File: config.mk
export PLATFORM = sky130hd
export DESIGN_NAME = stdp_depress_ctrl
export DESIGN_NICKNAME = d
export VERILOG_FILES = /design/src/rtl/stdp_depress_ctrl.sv
export SDC_FILE = /design/constraint.sdc
export NUM_CORES = 1
export LEC_CHECK = 0
export BUFFER_PORTS_ARGS = -buffer_cell sky130_fd_sc_hd__buf_2
export CAP_MARGIN = 20
export CELL_PAD_IN_SITES_DETAIL_PLACEMENT = 0
export CELL_PAD_IN_SITES_GLOBAL_PLACEMENT = 1
export CORE_ASPECT_RATIO = 0.6
export CORE_MARGIN = 3
export CORE_UTILIZATION = 45
export CTS_CLUSTER_SIZE = 10
export DETAILED_ROUTE_END_ITERATION = 8
export PLACE_DENSITY_LB_ADDON = 0.1
export REMOVE_ABC_BUFFERS = 1
export SLEW_MARGIN = 30
export SYNTH_ARGS = -nofsm -noshare
export SYNTH_HDL_FRONTEND = slang
export SYNTH_SLANG_ARGS = --single-unit
File: constraint.sdc
create_clock -name clk -period 7.03 [get_ports clk]
set_input_delay 1.406 -clock clk [delete_from_list [all_inputs] [get_ports clk]]
set_output_delay 1.406 -clock clk [all_outputs]
set_load 0.01 [all_outputs]
File: src/rtl/stdp_depress_ctrl.sv
// rtl/stdp_depress_ctrl.sv - STDP depression controller: post-spike timer, LUT lookup and saturating weight decrement (optional drop counter: STDP_DROP_CNT_EN)
module stdp_depress_ctrl #(
   parameter logic [23:0] W_INIT = 24'h001000,
   parameter logic [23:0] W_MIN  = 24'h000000,
   parameter int unsigned WINDOW = 20
) (
   input  logic        clk,
   input  logic        rst,
   input  logic        step,
   input  logic        post_spike,
   input  logic        pre_spike,
   output logic [7:0]  lut_idx,
   input  logic [23:0] lut_data,
   output logic [23:0] weight_out,
   output logic        upd_valid,
   output logic        busy,
   output logic [7:0]  drop_cnt
);

   typedef enum logic [1:0] {IDLE, WAIT, APPLY} state_t;

   state_t      state_q;
   state_t      state_d;
   logic [7:0]  timer_q;
   logic        post_seen_q;
   logic [23:0] lut_q;
   logic [23:0] w_next;
   logic        in_window;
   logic        accept;

   // The timer is only meaningful once a post spike has been seen; delta 0 is a same-timestep pair.
   assign in_window = post_seen_q && (timer_q != 8'd0) && (32'(timer_q) <= WINDOW);

   // State register.
   always_ff @(posedge clk) begin
      if (rst) state_q <= IDLE;
      else     state_q <= state_d;
   end

   // Next-state, acceptance and busy decode.
   always_comb begin
      state_d = state_q;
      accept  = 1'b0;
      busy    = 1'b0;
      case (state_q)
         IDLE: begin
            if (pre_spike && in_window) begin
               accept  = 1'b1;
               state_d = WAIT;
            end
         end
         WAIT: begin
            busy    = 1'b1;
            state_d = APPLY;
         end
         APPLY: begin
            busy    = 1'b1;
            state_d = IDLE;
         end
         default: state_d = IDLE;
      endcase
   end

   // Post-spike timer: post clears (priority over step), step increments and saturates at 255.
   always_ff @(posedge clk) begin
      if (rst) begin
         timer_q     <= 8'd0;
         post_seen_q <= 1'b0;
      end else if (post_spike) begin
         timer_q     <= 8'd0;
         post_seen_q <= 1'b1;
      end else if (step && (timer_q != 8'hFF)) begin
         timer_q     <= timer_q + 8'd1;
      end
   end

   // Saturating subtraction: compare first so the unsigned difference never wraps below W_MIN.
   always_comb begin
      w_next = W_MIN;
      if (weight_out > lut_q) begin
         if ((weight_out - lut_q) > W_MIN) w_next = weight_out - lut_q;
      end
   end

   // Lookup index, LUT capture and weight update across the WAIT/APPLY sequence.
   always_ff @(posedge clk) begin
      if (rst) begin
         lut_idx    <= 8'd0;
         lut_q      <= 24'd0;
         weight_out <= W_INIT;
         upd_valid  <= 1'b0;
      end else begin
         upd_valid <= 1'b0;
         case (state_q)
            IDLE: begin
               if (accept) lut_idx <= timer_q;
            end
            WAIT: begin
               lut_q <= lut_data;
            end
            APPLY: begin
               weight_out <= w_next;
               upd_valid  <= 1'b1;
               lut_idx    <= 8'd0;
            end
            default: lut_idx <= 8'd0;
         endcase
      end
   end

`ifdef STDP_DROP_CNT_EN
   // Count pre spikes that arrive while an update is in flight, saturating at 255.
   always_ff @(posedge clk) begin
      if (rst)                                       drop_cnt <= 8'd0;
      else if (busy && pre_spike && drop_cnt != 8'hFF) drop_cnt <= drop_cnt + 8'd1;
   end
`else
   assign drop_cnt = 8'd0;
`endif

endmodule

==> reports/results.tsv, run 1 <==
stage	metric	value	unit
run_status	status	completed	
logic_synthesis	ys_types	57	
setup_path	rr_endpoint	weight_out[20]	
layout	area_delta_synth_final	16.2	%
power_and_ir_drop	power_frac_seq	0.433	
setup_path	end_kind	flip-flop	
logic_synthesis	synthFlopType	dfxtp_1	
layout	nets	565	
layout	diodes	0	
floorplanning	floorplan.initialDensity	0.477	
logic_synthesis	ys_seq_area_frac	0.351	
setup_path	critPathLaunch	weight_out[17]	
clock_network	cts-root-buf	clkbuf_16	
timing	setup_viol	0	
clock_network	worstSkewPairLatency	0.33	ns
logic_synthesis	synth_area_leaders	dfxtp_1 35%, ha_1 9.7%, mux2i_1 6.4%	
power_and_ir_drop	swShare	0.233	
power_and_ir_drop	cellPowerDensity	200	mW/mm2
power_and_ir_drop	cellLeakagePower	1.88	nW
power_and_ir_drop	p_clk_frac	0.488	
power_and_ir_drop	irDropWorstVdd	110	uV
logic_synthesis	netlist_area	0.00388	mm2
floorplanning	rows	25	
detailed_routing	via_count	3244	
placed_design	portBuffers	62	
clock_network	cts_buffer_depth	2	
global_routing	gr-total-overflow	0	
clock_network	h-tree-depth	3	
detailed_routing	drt_wl_total	8.79	mm
floorplanning	ioPinCount	71	
logic_synthesis	netlist_top_cells_count	68 x dfxtp_1, 61 x nor2_1, 35 x a21oi_1, 35 x inv_1, 30 x ha_1	
setup_path	setup.worst_path.class	reg2reg	
logic_synthesis	synth.avg_cell_area	8.61	um2
setup_path	r2r-start	weight_out[17]	
setup_path	reg2reg_depth	7	
logic_synthesis	synthCells	451	
detailed_routing	via_per_inst	5.25	
timing	skew	0.00789	ns
timing	fin_crit_sh	0.414	
global_routing	grt_pass1_wl	14.7	mm
logic_synthesis	synth-seq-cells	68	
logic_synthesis	synthArstFlopShare	0	
global_routing	grt_max_degree	51	
setup_path	crit_arrival	3.18	ns
floorplanning	die_w	126	um
clock_network	numCtsBuffers	9	
timing	slew_violations	0	
timing	worst_pin_slew	0.778	ns
detailed_routing	drc	0	
global_routing	antenna_found_initial	0	
placed_design	place_ws	4.13	ns
setup_path	cp.required	7.30	ns
timing	setup_ws	4.12	ns
setup_path	start_kind	flip-flop	
setup_path	r2r_slack	4.12	ns
power_and_ir_drop	p_sw	0.210	mW
logic_synthesis	synth-edff-count	0	
setup_path	endpoint	weight_out[20]	
floorplanning	die_h	77.9	um
logic_synthesis	synth_top_cell_by_area	dfxtp_1	
setup_path	path_max_fanout	13	
global_routing	grt_pass1_vias	2958	
logic_synthesis	yosysMostFrequentCell	dfxtp_1	
clock_network	clk_pin_slew	0.06	ns
clock_network	cts_sinks	68	
clock_network	cts_setup_buffers	0	
timing	fin_crit	2.91	ns
clock_network	post_cts_resized	0	
timing	setup_tns	0	ns
placed_design	dpl_cell_area	0.00422	mm2
placed_design	dp.cells	602	
floorplanning	coreArea	0.00813	mm2
detailed_routing	wl_per_cell	14.2	um
layout	final_cells	618	
layout	final_util	0.555	
placed_design	place_congestion	0.878	
power_and_ir_drop	p_int	0.692	mW
run	drv_cap	0	
detailed_routing	drt_iter0_drc	117	
timing	finalHoldViolCount	0	
timing	relSlewSlack	0.479	
global_routing	track_usage	0.185	
min_path	hold_path.class	reg2reg	
timing	max_freq	344	MHz
layout	drive_above_1_share	0.182	
detailed_routing	final_antenna_net_count	0	
detailed_routing	drtPass1Iterations	4	
timing	hold_slack	0.454	ns
placed_design	hpwl	6.46	mm
logic_synthesis	yosysWarnings	0	
clock_network	postCtsHoldBufs	0	
floorplanning	die_area	0.00981	mm2
logic_synthesis	yosys.area.top_type_share	0.351	
power_and_ir_drop	power_frac_comb	0.079	
timing	rsz0062_at_grt	false	
clock_network	cts_tree	yes	
power_and_ir_drop	power	0.901	mW
layout	final_cell_area	0.00451	mm2
per-layer routing:
| layer | routed length, um | share of wire | GRT usage | vias to the layer above |
|---|---|---|---|---|
| met5 | 0 | 0 | 0 | - |
| met4 | 99 | 0.011 | 0.0546 | 0 |
| met3 | 516 | 0.059 | 0.0598 | 10 |
| met2 | 3360 | 0.38 | 0.241 | 80 |
| met1 | 4810 | 0.55 | 0.283 | 1482 |
| li1 | - | - | - | 1672 |
power groups by stage:
stage / clock network, mW / registers, mW / logic, mW
2_1_floorplan: 0 / 0.399 / 0.0481
3_3_place_gp: 0 / 0.399 / 0.0707
3_5_place_dp: 0 / 0.399 / 0.0708
4_1_cts: 0.454 / 0.391 / 0.0712
5_1_grt: 0.470 / 0.391 / 0.0800
6_report: 0.440 / 0.391 / 0.0710
critical path, stage by stage (launching register included):
cell and delay [ns]:
dfxtp_1 0.35, ha_1 0.45, nand4_1 0.20, or3_1 0.41, o21bai_1 0.20, a21oi_2 0.58
nor2b_4 0.44, a32o_1 0.21
cells by family (layout without fill, tap and decap cells):
kind of cell | after synthesis | count (layout) | synth area share
xor gates and xnor gates | 24 | 24 | 0.0542
adders and majority gates | 31 | 31 | 0.102
DFF | 68 | 68 | 0.351
buffers and inverters | 63 | 115 | 0.0722
and+or+nand+nor | 133 | 133 | 0.163
AOI/OAI and AO/OA | 106 | 106 | 0.192
muxes | 25 | 25 | 0.0645
other | 1 | 8 | 0.000966
cell type report:
class                           count  area [um2]
Clock inverter                      7        67.6
Sequential cell                    68        1360
Fill cell                         766        3620
Timing Repair Buffer               64         325
Clock buffer                        9         225
Inverter                           35         131
Multi-Input combinational cell    327        2270
Tap cell                          108         135
worst min path at each step:
stage / startpoint / to / slack [ns] / cells after the start
after CTS: lut_idx[0] / lut_idx[0] / 0.46 / 2
final: lut_idx[6] / lut_idx[6] / 0.45 / 1
after global placement: lut_idx[6] / lut_idx[6] / 0.44 / 1
after global routing: lut_idx[6] / lut_idx[6] / 0.47 / 1
after detailed placement: lut_idx[6] / lut_idx[6] / 0.44 / 1
after floorplan: post_seen_q / post_seen_q / 0.43 / 2
registers in the layout, indices dropped and copies added (netlist names):
register / count
state_q: 2
weight_out: 24
lut_idx: 8
lut_q: 24
post_seen_q: 1
timer_q: 8
upd_valid: 1
cells in the final DEF (no fill, tap or decap), types with 9 or more instances in the layout:
cell type	count
a22o_1	10
xor2_1	9
a21oi_1	35
clkbuf_16	9
mux2i_1	25
nand4_1	10
nand2_1	19
inv_1	35
ha_1	30
nand3_1	13
nor2_1	61
dfxtp_1	68
xnor2_1	15
o21ai_0	14
a22oi_1	10
buf_2	62
No activity file was read; power rests on OpenSTA's default activity.
==> run 2: changes to the inputs <==
Settings changed: ABC_AREA set to 1, CORE_UTILIZATION 45 to 36.
Clock period 7.03 ns to 2.4 ns, I/O delays scaled along.
==> reports/results.tsv, run 2 <==
stage	metric	value	unit	change
power_and_ir_drop	cellLeakagePower	2.69	nW	was 1.88 nW
logic_synthesis	ys_types	31		was 57
global_routing	gr-total-overflow	0		unchanged
placed_design	portBuffers	62		unchanged
logic_synthesis	synth_area_leaders	dfxtp_1 29%, nand2_1 17%, inv_1 10%		was dfxtp_1 35%, ha_1 9.7%, mux2i_1 6.4%
layout	fillers	1327		was 766
logic_synthesis	synthArstFlopShare	0		unchanged
power_and_ir_drop	cellPowerDensity	569	mW/mm2	was 200 mW/mm2
layout	area_delta_synth_final	17.1	%	was 16.2%
timing	max_freq	472	MHz	was 344 MHz
logic_synthesis	ys_seq_area_frac	0.294		was 0.351
layout	layout.area.seq	0.00136	mm2	unchanged
setup_path	setup.worst_path.class	reg2reg		unchanged
clock_network	h-tree-depth	3		unchanged
layout	top_regs	lut_q x24, weight_out x24		unchanged
timing	fin_crit_sh	0.884		was 0.414
detailed_routing	via_per_inst	4.60		was 5.25
clock_network	clk_pin_slew	0.06	ns	about the same
global_routing	grt_max_degree	31		was 51
timing	worst_pin_slew	0.520	ns	was 0.778 ns
detailed_routing	wl_per_cell	13.5	um	was 14.2 um
logic_synthesis	synth.avg_cell_area	6.48	um2	was 8.61 um2
floorplanning	die_h	93.8	um	was 77.9 um
setup_path	crit_chain	inv_1 -> ha_1 -> inv_1 -> fa_2 -> nand2_1 -> nand2_1 -> nand3_2 -> nand2_4 -> nand2_1 -> nand3_2 -> nand2_1 -> nor2_2 -> buf_4 -> nand2_2 -> a21oi_2		was ha_1 -> nand4_1 -> or3_1 -> o21bai_1 -> a21oi_2 -> nor2b_4 -> a32o_1
timing	fin_crit	2.12	ns	was 2.91 ns
timing	rsz0062_at_grt	false		unchanged
power_and_ir_drop	power	3.08	mW	was 0.901 mW
floorplanning	floorplan.initialDensity	0.376		was 0.477
layout	diodes	0		unchanged
timing	setup_viol	0		unchanged
detailed_routing	final_antenna_net_count	0		unchanged
global_routing	grt_pass1_wl	20.5	mm	was 14.7 mm
placed_design	place_congestion	0.885		was 0.878
setup_path	critPathMaxStageDelay	0.36	ns	was 0.58 ns
setup_path	critPathTopFamily	simple AND/OR/NAND/NOR gates		unchanged
floorplanning	rows	31		was 25
layout	mostFrequentLayoutCells	215 x nand2_1, 126 x inv_1, 68 x dfxtp_1, 66 x nor2_1, 62 x buf_2		was 68 x dfxtp_1, 62 x buf_2, 61 x nor2_1, 35 x inv_1, 35 x a21oi_1
placed_design	hpwl	10.1	mm	was 6.46 mm
clock_network	worstSkewPairLatency	0.33	ns	about the same
setup_path	rr_endpoint	weight_out[18]		was weight_out[20]
setup_path	end_kind	flip-flop		unchanged
setup_path	path_max_fanout	8		was 13
detailed_routing	drc	0		unchanged
detailed_routing	drt_wl_total	12.8	mm	was 8.79 mm
timing	skew	0.00857	ns	was 0.00789 ns
floorplanning	die_area	0.0143	mm2	was 0.00981 mm2
setup_path	crit_slowest_cell	dfxtp_1		was a21oi_2
timing	setup_tns	0	ns	unchanged
logic_synthesis	netlist_area	0.00462	mm2	was 0.00388 mm2
clock_network	cts_setup_buffers	0		unchanged
setup_path	worst_path_most_repeated_cell	nand2_1		
clock_network	cts_buffer_depth	2		unchanged
global_routing	track_usage	0.182		was 0.185
logic_synthesis	synth_top_cell_by_area	dfxtp_1		unchanged
power_and_ir_drop	irDropWorstVdd	338	uV	was 110 uV
logic_synthesis	synthCells	714		was 451
layout	mostFrequentLayoutCell	nand2_1		was dfxtp_1
logic_synthesis	yosysWarnings	0		unchanged
detailed_routing	via_count	4349		was 3,244
layout	drive_above_1_share	0.191		was 0.182
logic_synthesis	synth-seq-cells	68		unchanged
setup_path	start_kind	flip-flop		unchanged
setup_path	critPathLaunch	weight_out[0]		was weight_out[17]
clock_network	cts_sinks	68		unchanged
layout	multi_input_area	0.00266	mm2	was 0.00227 mm2
detailed_routing	drtPass1Iterations	4		unchanged
run_status	status	completed		unchanged
setup_path	cp_num_cells	15		was 7
setup_path	cp.required	2.66	ns	was 7.30 ns
logic_synthesis	yosys.area.top_type_share	0.294		was 0.351
clock_network	postCtsHoldBufs	0		unchanged
logic_synthesis	synth-edff-count	0		unchanged
global_routing	antenna_found_initial	0		unchanged
setup_path	path_buf_inv	3		was 0
setup_path	endpoint	weight_out[18]		was weight_out[20]
clock_network	cts-root-buf	clkbuf_16		unchanged
min_path	hold_path.class	in2reg		was reg2reg
timing	finalHoldViolCount	0		unchanged
logic_synthesis	netlist_top_cells_count	215 x nand2_1, 126 x inv_1, 68 x dfxtp_1		was 68 x dfxtp_1, 61 x nor2_1, 35 x a21oi_1, 35 x inv_1, 30 x ha_1
floorplanning	ioPinCount	71		unchanged
logic_synthesis	yosysMostFrequentCell	nand2_1		was dfxtp_1
clock_network	numCtsBuffers	9		unchanged
setup_path	reg2reg_depth	15		was 7
setup_path	r2r-start	weight_out[0]		was weight_out[17]
timing	slew_violations	0		unchanged
layout	nets	836		was 565
timing	relSlewSlack	0.653		was 0.479
setup_path	crit_arrival	2.38	ns	was 3.18 ns
detailed_routing	drt_iter0_drc	227		was 117
logic_synthesis	synthFlopType	dfxtp_1		unchanged
floorplanning	die_w	152	um	was 126 um
global_routing	grt_pass1_vias	3874		was 2,958
clock_network	cts_tree	yes		unchanged
run	drv_cap	0		unchanged
floorplanning	coreArea	0.0123	mm2	was 0.00813 mm2
setup_path	r2r_slack	0.28	ns	was 4.12 ns
[run 2: logic make-up (layout without fill, tap and decap cells)]
| kind of cell | Yosys count | count (layout) | synth area share |
|---|---|---|---|
| buffers and inverters | 157 | 217 | 0.137 |
| and+or+nand+nor | 366 | 366 | 0.342 |
| DFF | 68 | 68 | 0.294 |
| other | 1 | 8 | 0.000811 |
| AOI/OAI and AO/OA | 76 | 76 | 0.111 |
| xor gates and xnor gates | 15 | 15 | 0.0284 |
| adders and majority gates | 31 | 31 | 0.0855 |
[run 2: cell type report]
class,count,area share
clock inverter,6,0.0162
tap,165,0.0381
multi-input combinational,496,0.490
inverter,132,0.0915
clock buffer,10,0.0441
sequential,68,0.251
timing repair buffer,69,0.0684
[run 2: where the power goes]
group          leakage [nW]  switching [mW]  internal, mW
registers             0.549         0.00662          1.15
logic                  1.98           0.324         0.156
clock network         0.162           0.512         0.938
total                  2.69           0.843          2.24
[run 2: worst min-delay path by stage]
stage                            from          end  slack [ns]  depth (start not counted)
after CTS                  post_spike  post_seen_q        0.40                          3
after global placement     lut_idx[5]   lut_idx[5]        0.43                          2
final                      post_spike  post_seen_q        0.40                          3
after floorplan           post_seen_q  post_seen_q        0.43                          2
after global routing      lut_data[0]     lut_q[0]        0.42                          3
after detailed placement   lut_idx[5]   lut_idx[5]        0.43                          2
[run 2: stage by stage]
step | hold slack [ns] | area [um2] | util | instances | setup WS (ns)
CTS | 0.398 | 5410 | 0.440 | 946 | 0.211
detailed placement | 0.432 | 5080 | 0.413 | 930 | 0.219
finish | 0.400 | 5420 | 0.440 | 946 | 0.279
global placement | 0.425 | 5080 | 0.413 | 930 | 0.328
floorplan | 0.430 | 4510 | - | 696 | -0.0379
global route | 0.416 | 5420 | 0.440 | 946 | 0.0185
[run 2: repair_timing]
action                                 in CTS  in global routing
endpoints found under the hold margin       0                  0
setup endpoints to repair                   0                  4
resized for setup                           0                  3
[run 2: tightest hold or removal path, cell delays in order]
cell and delay, ns:
buf_2 0.10, nor2_1 0.04, nor2_1 0.08
[run 2: metal layers]
metal / share of wire / global-route usage / up-vias
met1: 0.59 / 0.295 / 1936
met2: 0.35 / 0.230 / 96
met5: 0 / 0 / -
met3: 0.060 / 0.0456 / 4
met4: 0.0057 / 0.0404 / 0
li1: - / - / 2313
